<file path="config.mk">
export PLATFORM = sky130hd
export DESIGN_NAME = sram_port_arbiter
export DESIGN_NICKNAME = d
export VERILOG_FILES = /design/src/rtl/sram_port_arbiter.sv
export SDC_FILE = /design/constraint.sdc
export NUM_CORES = 1
export LEC_CHECK = 0
export ABC_CLOCK_PERIOD_IN_PS = 5500
export BUFFER_PORTS_ARGS = -buffer_cell sky130_fd_sc_hd__buf_2
export CORE_MARGIN = 4
export CORE_UTILIZATION = 45
export DETAILED_ROUTE_END_ITERATION = 10
export PLACE_DENSITY = 0.81
export SLEW_MARGIN = 20
export SYNTH_ARGS = -nofsm -noshare
export SYNTH_HDL_FRONTEND = slang
export SYNTH_SLANG_ARGS = --single-unit
</file>
<file path="constraint.sdc">
create_clock -name clock -period 5.5 [get_ports clock]
set_input_delay 0.275 -clock clock [delete_from_list [all_inputs] [get_ports clock]]
set_output_delay 0.275 -clock clock [all_outputs]
set_load 0.05 [all_outputs]
</file>
<file path="src/rtl/sram_port_arbiter.sv">
// Two-requester arbiter sharing a 1R1W scratchpad SRAM with independent round-robin write and read ports.
// Reads that would hit an in-flight write are stalled; define SRAM_ARB_FWD_EN to forward write data instead.
module sram_port_arbiter #(
   parameter int ADDR_WIDTH = 32,
   parameter int DATA_WIDTH = 16
) (
   input  logic                    clock,
   input  logic                    reset,
   input  logic [1:0]              req_valid,
   output logic [1:0]              req_ready,
   input  logic [1:0]              req_write,
   input  logic [2*ADDR_WIDTH-1:0] req_addr,
   input  logic [2*DATA_WIDTH-1:0] req_wdata,
   output logic [1:0]              rsp_valid,
   output logic [DATA_WIDTH-1:0]   rsp_data,
   output logic [ADDR_WIDTH-1:0]   sram_write_address,
   output logic [DATA_WIDTH-1:0]   sram_write_data,
   output logic                    sram_write_enable,
   output logic [ADDR_WIDTH-1:0]   sram_read_address,
   input  logic [DATA_WIDTH-1:0]   sram_read_data
);

   logic                  wr_ptr_reg, wr_ptr_next;
   logic                  rd_ptr_reg, rd_ptr_next;
   logic                  hz_valid_reg, hz_valid_next;
   logic [ADDR_WIDTH-1:0] hz_addr_reg, hz_addr_next;
   logic                  rsp_owner_reg, rsp_owner_next;
   logic                  rsp_owner_valid_reg, rsp_owner_valid_next;

   logic [ADDR_WIDTH-1:0] addr  [2];
   logic [DATA_WIDTH-1:0] wdata [2];
   logic [1:0]            wr_cand;
   logic [1:0]            rd_cand;
   logic [1:0]            hazard;
   logic                  wr_grant, wr_win;
   logic                  rd_grant, rd_win;

   // Two candidates go to the pointer; otherwise the single candidate wins.
   function automatic logic pick(input logic [1:0] cand, input logic ptr);
      return (cand == 2'b11) ? ptr : cand[1];
   endfunction

   genvar gi;
   generate
      for (gi = 0; gi < 2; gi++) begin : g_req
         assign addr[gi]    = req_addr[gi*ADDR_WIDTH +: ADDR_WIDTH];
         assign wdata[gi]   = req_wdata[gi*DATA_WIDTH +: DATA_WIDTH];
         assign wr_cand[gi] = reset & req_valid[gi] & req_write[gi];
         assign hazard[gi]  = (wr_grant && (addr[gi] == sram_write_address)) ||
                              (hz_valid_reg && (addr[gi] == hz_addr_reg));
`ifdef SRAM_ARB_FWD_EN
         assign rd_cand[gi] = reset & req_valid[gi] & ~req_write[gi];
`else
         assign rd_cand[gi] = reset & req_valid[gi] & ~req_write[gi] & ~hazard[gi];
`endif
         assign req_ready[gi] = (wr_grant && (wr_win == 1'(gi))) ||
                                (rd_grant && (rd_win == 1'(gi)));
         assign rsp_valid[gi] = reset & rsp_owner_valid_reg & (rsp_owner_reg == 1'(gi));
      end
   endgenerate

   assign wr_grant = |wr_cand;
   assign wr_win   = pick(wr_cand, wr_ptr_reg);
   assign rd_grant = |rd_cand;
   assign rd_win   = pick(rd_cand, rd_ptr_reg);

   assign sram_write_enable  = wr_grant;
   assign sram_write_address = wr_grant ? addr[wr_win]  : '0;
   assign sram_write_data    = wr_grant ? wdata[wr_win] : '0;
   assign sram_read_address  = rd_grant ? addr[rd_win]  : '0;

   always_comb begin
      wr_ptr_next          = wr_ptr_reg;
      rd_ptr_next          = rd_ptr_reg;
      rsp_owner_next       = rsp_owner_reg;
      hz_valid_next        = wr_grant;
      hz_addr_next         = sram_write_address;
      rsp_owner_valid_next = rd_grant;
      if (wr_grant) begin
         wr_ptr_next = ~wr_win;
      end
      if (rd_grant) begin
         rd_ptr_next    = ~rd_win;
         rsp_owner_next = rd_win;
      end
   end

   always_ff @(posedge clock) begin
      if (!reset) begin
         wr_ptr_reg          <= 1'b0;
         rd_ptr_reg          <= 1'b0;
         hz_valid_reg        <= 1'b0;
         hz_addr_reg         <= '0;
         rsp_owner_reg       <= 1'b0;
         rsp_owner_valid_reg <= 1'b0;
      end else begin
         wr_ptr_reg          <= wr_ptr_next;
         rd_ptr_reg          <= rd_ptr_next;
         hz_valid_reg        <= hz_valid_next;
         hz_addr_reg         <= hz_addr_next;
         rsp_owner_reg       <= rsp_owner_next;
         rsp_owner_valid_reg <= rsp_owner_valid_next;
      end
   end

`ifdef SRAM_ARB_FWD_EN
   logic [DATA_WIDTH-1:0] hz_data_reg, hz_data_next;
   logic [DATA_WIDTH-1:0] fwd_data_reg, fwd_data_next;
   logic                  fwd_sel_reg, fwd_sel_next;

   // The write granted this cycle is newer than the one in the hazard window, so it takes priority.
   always_comb begin
      hz_data_next  = sram_write_data;
      fwd_sel_next  = rd_grant & hazard[rd_win];
      fwd_data_next = hz_data_reg;
      if (wr_grant && (addr[rd_win] == sram_write_address)) begin
         fwd_data_next = sram_write_data;
      end
   end

   always_ff @(posedge clock) begin
      if (!reset) begin
         hz_data_reg  <= '0;
         fwd_data_reg <= '0;
         fwd_sel_reg  <= 1'b0;
      end else begin
         hz_data_reg  <= hz_data_next;
         fwd_data_reg <= fwd_data_next;
         fwd_sel_reg  <= fwd_sel_next;
      end
   end

   assign rsp_data = fwd_sel_reg ? fwd_data_reg : sram_read_data;
`else
   assign rsp_data = sram_read_data;
`endif

endmodule

</file>
After elaboration in Yosys (flattened, before gate mapping)

Cells that the tools add are included.

Order comparisons: 2
Equal/unequal tests: 6
Multiplexer cells: 14
Bitwise logic cells: 20
Reduce and logical (&&, ||, !) cells: 14

Operators with widths:

| operator                                                 | count |
|---|---|
| two-way mux 32 bit                                       | 8 |
| == test 32 bit                                           | 4 |
| two-way mux 16 bit                                       | 4 |
| AND 1 bit                                                | 11 |
| logical AND 1 bit                                        | 8 |
| inverter 1 bit                                           | 7 |
| == test 2 bit, second input constant                     | 2 |
| greater-or-equal comparator 2 bit, second input constant | 2 |
| logical OR 1 bit                                         | 4 |
| inverter 1 -> 2 bit                                      | 2 |
| OR reduction 2 bit                                       | 2 |
| two-way mux 1 bit                                        | 2 |

Register bits: 37
Bits of input ports: 118
Output and inout port bits: 101
Logic and storage cells: 62

Longest topological paths before layout

Word-level depth: 21
Mapped depth: 11
Depth with buffers taken out: 8

Worst setup path before layout

OpenSTA, ideal clock, no wires.

Kind: input port to output port
From: in req_write[0]
To: out sram_read_address[29]
Arrival time: 3032 ps
Required time: 5225 ps
Slack: 2193 ps
Stages: 10
Path buffers: 2
Path through: a22oi_1 -> nor2b_1 -> clkbuf_1 -> o21ai_0 -> a22oi_1 -> nand4_1 -> o21a_2 -> a21oi_4 -> buf_6 -> mux2i_1

Elaborated cells on any way between the ends: 29
Those cells by class: 4 x eq/ne; 10 x mux; 9 x bitwise; 6 x reduce/logical

RTL lines:

| what                                                   | RTL line | source |
|---|---|---|
| start: declaration                                     | 11       | `input logic [1:0] req_write,` |
| AND 1 bit *                                            | 48       | `assign wr_cand[gi] = reset & req_valid[gi] & req_write[gi];` |
| OR reduction 2 bit *                                   | 62       | `assign wr_grant = \|wr_cand;` |
| named net sram_write_enable                            | 18       | `output logic sram_write_enable,` |
| two-way mux 32 bit                                     | 68       | `assign sram_write_address = wr_grant ? addr[wr_win] : '0;` |
| == test 32 bit                                         | 49       | `assign hazard[gi] = (wr_grant && (addr[gi] == sram_write_address)) \|\|` |
| logical AND 1 bit                                      | 49       |  |
| logical OR 1 bit                                       | 49       |  |
| inverter 1 bit                                         | 54       | `assign rd_cand[gi] = reset & req_valid[gi] & ~req_write[gi] & ~hazard[gi];` |
| AND 1 bit                                              | 54       |  |
| == test 2 bit                                          | 40       | `return (cand == 2'b11) ? ptr : cand[1];` |
| two-way mux 1 bit                                      | 40       |  |
| inverter 1 -> 2 bit (not written as such)              | 70       | `assign sram_read_address = rd_grant ? addr[rd_win] : '0;` |
| two-way mux 32 bit (not written as such) (3 in series) | 70       |  |
| two-way mux 32 bit *                                   | 70       |  |
| end: declaration                                       | 19       | `output logic [ADDR_WIDTH-1:0] sram_read_address,` |

The timed path passes the listed nets; every way through them passes the cells marked *. The select of a mux whose other input is x is not followed.

Worst setup path after layout

From: reg wr_ptr_reg
To: out sram_read_address[6]

Cells in the longest elaborated chain, start to end: 18
Elaborated cells on any way between the ends: 24
Those cells by class: 3 x eq/ne; 10 x mux; 6 x bitwise; 5 x reduce/logical

RTL lines:

| what                                                     | RTL line | source |
|---|---|---|
| start: declaration                                       | 23       | `logic wr_ptr_reg, wr_ptr_next;` |
| start signal: assignment                                 | 97       | `wr_ptr_reg <= wr_ptr_next;` |
| two-way mux 1 bit *                                      | 40       |  |
| inverter 1 -> 2 bit (not written as such) *              | 68       |  |
| two-way mux 32 bit (not written as such) * (3 in series) | 68       |  |
| two-way mux 32 bit *                                     | 68       |  |
| == test 32 bit                                           | 49       |  |
| logical AND 1 bit                                        | 49       |  |
| logical OR 1 bit                                         | 49       |  |
| inverter 1 bit                                           | 54       |  |
| AND 1 bit                                                | 54       |  |
| == test 2 bit                                            | 40       |  |
| two-way mux 1 bit                                        | 40       |  |
| inverter 1 -> 2 bit (not written as such)                | 70       |  |
| two-way mux 32 bit (not written as such) (3 in series)   | 70       |  |
| two-way mux 32 bit *                                     | 70       |  |

Every way passes the cells marked *; elsewhere a longest branch is shown, timed or not. The select of a mux whose other input is x is not followed.

==> results.md <==
- Initial Utilization: 46.0%
- CP delay by family, top: compound AO/OA/AOI/OAI gates
- Final hold vios: 0
- Setup CP Type: flip-flop to output port
- Mapped Area: 3970 µm²
- Vias per cell: 6.41
- Core Area: 8640 µm²
- Dpl cell area: 4720 µm²
- Top post-synthesis cells by area: dfxtp_1 19%, xor2_1 13%, a22o_1 11%
- Min-Delay Endpoint: hz_addr_reg[22]$_SDFF_PN0_
- Global-route wire length before repair: 25700 µm
- Syn avg cell area: 7.51 µm²
- Logic gate share of total power: 43.3%
- Largest register FFs: 32
- Hold Buf Count CTS: 0
- Max FO, Critical Path: 34
- CTS Buffer Depth: 2
- Worst-Skew Late Latency: 310 ps
- CTS tree: built
- # resized after CTS: 0
- H-Tree Depth: 2
- # setup viols final: 0
- Clock Pin Slew Worst Setup and Hold Paths: 90 ps
- Buffer and inverter count on the worst path: 1
- Maximum clock rate: 0.220 GHz
- Net switching power: 431 µW
- Antenna-violating nets left: 0
- Status: finished, final reports clean
- Hold WC Path Type: input port to flip-flop
- Max incr delay on CP: 800 ps
- Clock Tree Root: clkbuf_8
- P_leak: 0.00235 µW
- Worst setup EP type: output port
- Worst EP arrival: 4260 ps
- DRT iter0 DRCs: 455
- Relative slew slack: 31.7%
- Pwr dens: 204 nW/µm²
- Nets: 785
- 1st-pass router iterations: 7
- Total grt overflow: 0
- Slew @ Worst Pin: 1020 ps
- Post-synthesis cell count: 529
- Num Clock Sinks: 37
- Sw frac: 43.7%
- Die Wd: 102 µm
- DR WL/cell: 22.8 µm
- Slew Viols, Final: 0
- Reg2Reg Depth: 8
- RSZ-0062 raised after global routing: false
- Die ar.: 10400 µm²
- Top_reg_cell synth: dfxtp_1
- Initial antenna violation count: 0
- Synth async-reset ratio: 0%
- Clk pwr share: 26.6%
- Final GP Congestion: 1.09
- Mapped Nets: 647
- Hold Crit Start: req_addr[22]
- Number of global-route vias before repair: 4625
- Worst reg2reg endpoint: rsp_owner_reg$_SDFFE_PN0P_
- Routed wire length: 17700 µm
- Num ports: 219
- Total CTS buffers: 5
- Worst path required time: 5220 ps
- Setup_tns: 0 ps
- Seq/Total Area, Yosys: 18.6%
- Sequential power share: 30.1%
- Worst r2r src: wr_ptr_reg$_SDFFE_PN0P_
- Final cell count without fillers: 776
- Netlist cell types: 53
- Share of layout cells above drive strength 1: 32.0%
- Diodes inserted: 0
- Drt drc: 0
- Std-Cell Rows: 34
- Placed cell count: 768
- Cell Int Power: 556 µW
- Area fraction of the dominant cell type after synthesis: 18.6%
- Yosys warns: 0
- Max_cap viols: 0
- Critical path's slowest cell: a21oi_4
- Post-place setup slack: 1110 ps
- Clk_skew: 6.47 ps
- Tot GR Track Use: 32.6%
- I/O Buffers: 186
- Largest net degree at the start of global routing: 47
- Synthesis-to-finish area growth: 21.7%
- Crit-path cells: and3b_4, nor2_2, nand2_1, a2111oi_0, nand3_1, o21a_2, a21oi_4, a22o_1, buf_2
- Via Count: 4971
- Final period util: 82.5%
- Die height: 102 µm
- R2R setup slack: 1810 ps
- DP HPWL: 14100 µm
- Crit start category: flip-flop
- Peak supply drop: 0.000103 V
- Post-synth top area cell: dfxtp_1
- Final Instance Area: 4830 µm²
- Post-CTS Setup Inserts: 0
- Post-synth EDFFs: 0
- Count of state elements after synthesis: 37
- Hold depth: 2
- Fin crit period: 4540 ps
- Final setup margin: 961 ps
-- per-stage QoR --
step	utilization [%]	power (µW)	hold WS, ps
floorplan	-	610	397
global placement	54.6	722	444
detailed placement	54.6	724	464
CTS	56.0	979	282
global route	56.0	1020	304
finish	56.0	988	274
-- cell usage after synthesis (all sizes together), types with 2 or more instances --
library cell	count
xor2	59
o21ai	57
a22o	49
dfxtp	37
inv	37
buf	35
nand2	32
o22ai	27
clkbuf	25
o31ai	23
nand4	22
nor2b	18
nor4	18
a2111oi	8
a22oi	8
nand3	8
a31o	7
nor3	7
a21oi	6
and3	4
o2bb2ai	4
xnor2	4
a31oi	3
nand2b	3
nor2	3
o2111ai	3
o21a	3
a21boi	2
mux2i	2
nand4b	2
or2	2
-- layout make-up --
cell class | instances | area (µm²)
fill | 859 | 3800
multi-input combinational | 395 | 2740
timing repair buffer | 191 | 968
sequential | 37 | 741
inverter | 37 | 139
tap | 108 | 135
clock buffer | 7 | 86.3
clock inverter | 1 | 30.0
-- worst max-delay path by stage --
stage                                 start                    end  slack (ps)  depth (start not counted)
global route        wr_ptr_reg$_SDFFE_PN0P_  sram_read_address[14]         760                          9
detailed placement                    reset  sram_read_address[29]        1110                         10
global placement                      reset  sram_read_address[29]        1300                         10
finish              wr_ptr_reg$_SDFFE_PN0P_   sram_read_address[6]         960                          9
floorplan                      req_write[0]  sram_read_address[29]        2190                         10
CTS                 wr_ptr_reg$_SDFFE_PN0P_  sram_read_address[25]        1000                          9
-- placed cells by master (no fill, tap or decap), types with 8 or more instances in the layout --
master	count
o22ai_1	27
nand2_1	31
nand4_1	22
xor2_1	59
a22o_1	49
o21ai_0	57
inv_1	37
a22oi_1	8
nor4_1	18
dfxtp_1	37
nor2b_1	18
o31ai_1	23
buf_2	186
-- routing by layer --
metal  global-route usage, %  share of wire, %  vias up
li1                        -                 -     2251
met1                    40.8                38     2318
met2                    55.6                48      347
met3                    4.98                10       55
met4                    13.8               4.4        0
met5                       0                 0        -
-- kinds of logic (layout without fill, tap and decap cells) --
kind of cell	after synthesis	count (layout)	share of synthesized area [%]
AO/OA/AOI/OAI	206	206	36.8
XOR/XNOR	63	63	13.9
buffers and inverters	97	236	12.5
flip-flops	37	37	18.6
multiplexers	2	2	0.504
AND/OR/NAND/NOR	124	124	17.6
-- power by group through the flow --
| stage | sequential [µW] | clock (µW) | combinational (µW) |
|---|---|---|---|
| after global placement | 303 | 0 | 419 |
| after detailed placement | 304 | 0 | 420 |
| after floorplan | 301 | 0 | 310 |
| after CTS | 297 | 259 | 422 |
| final | 297 | 262 | 428 |
| after global routing | 299 | 270 | 449 |
No activity file was read; power rests on OpenSTA's default activity.
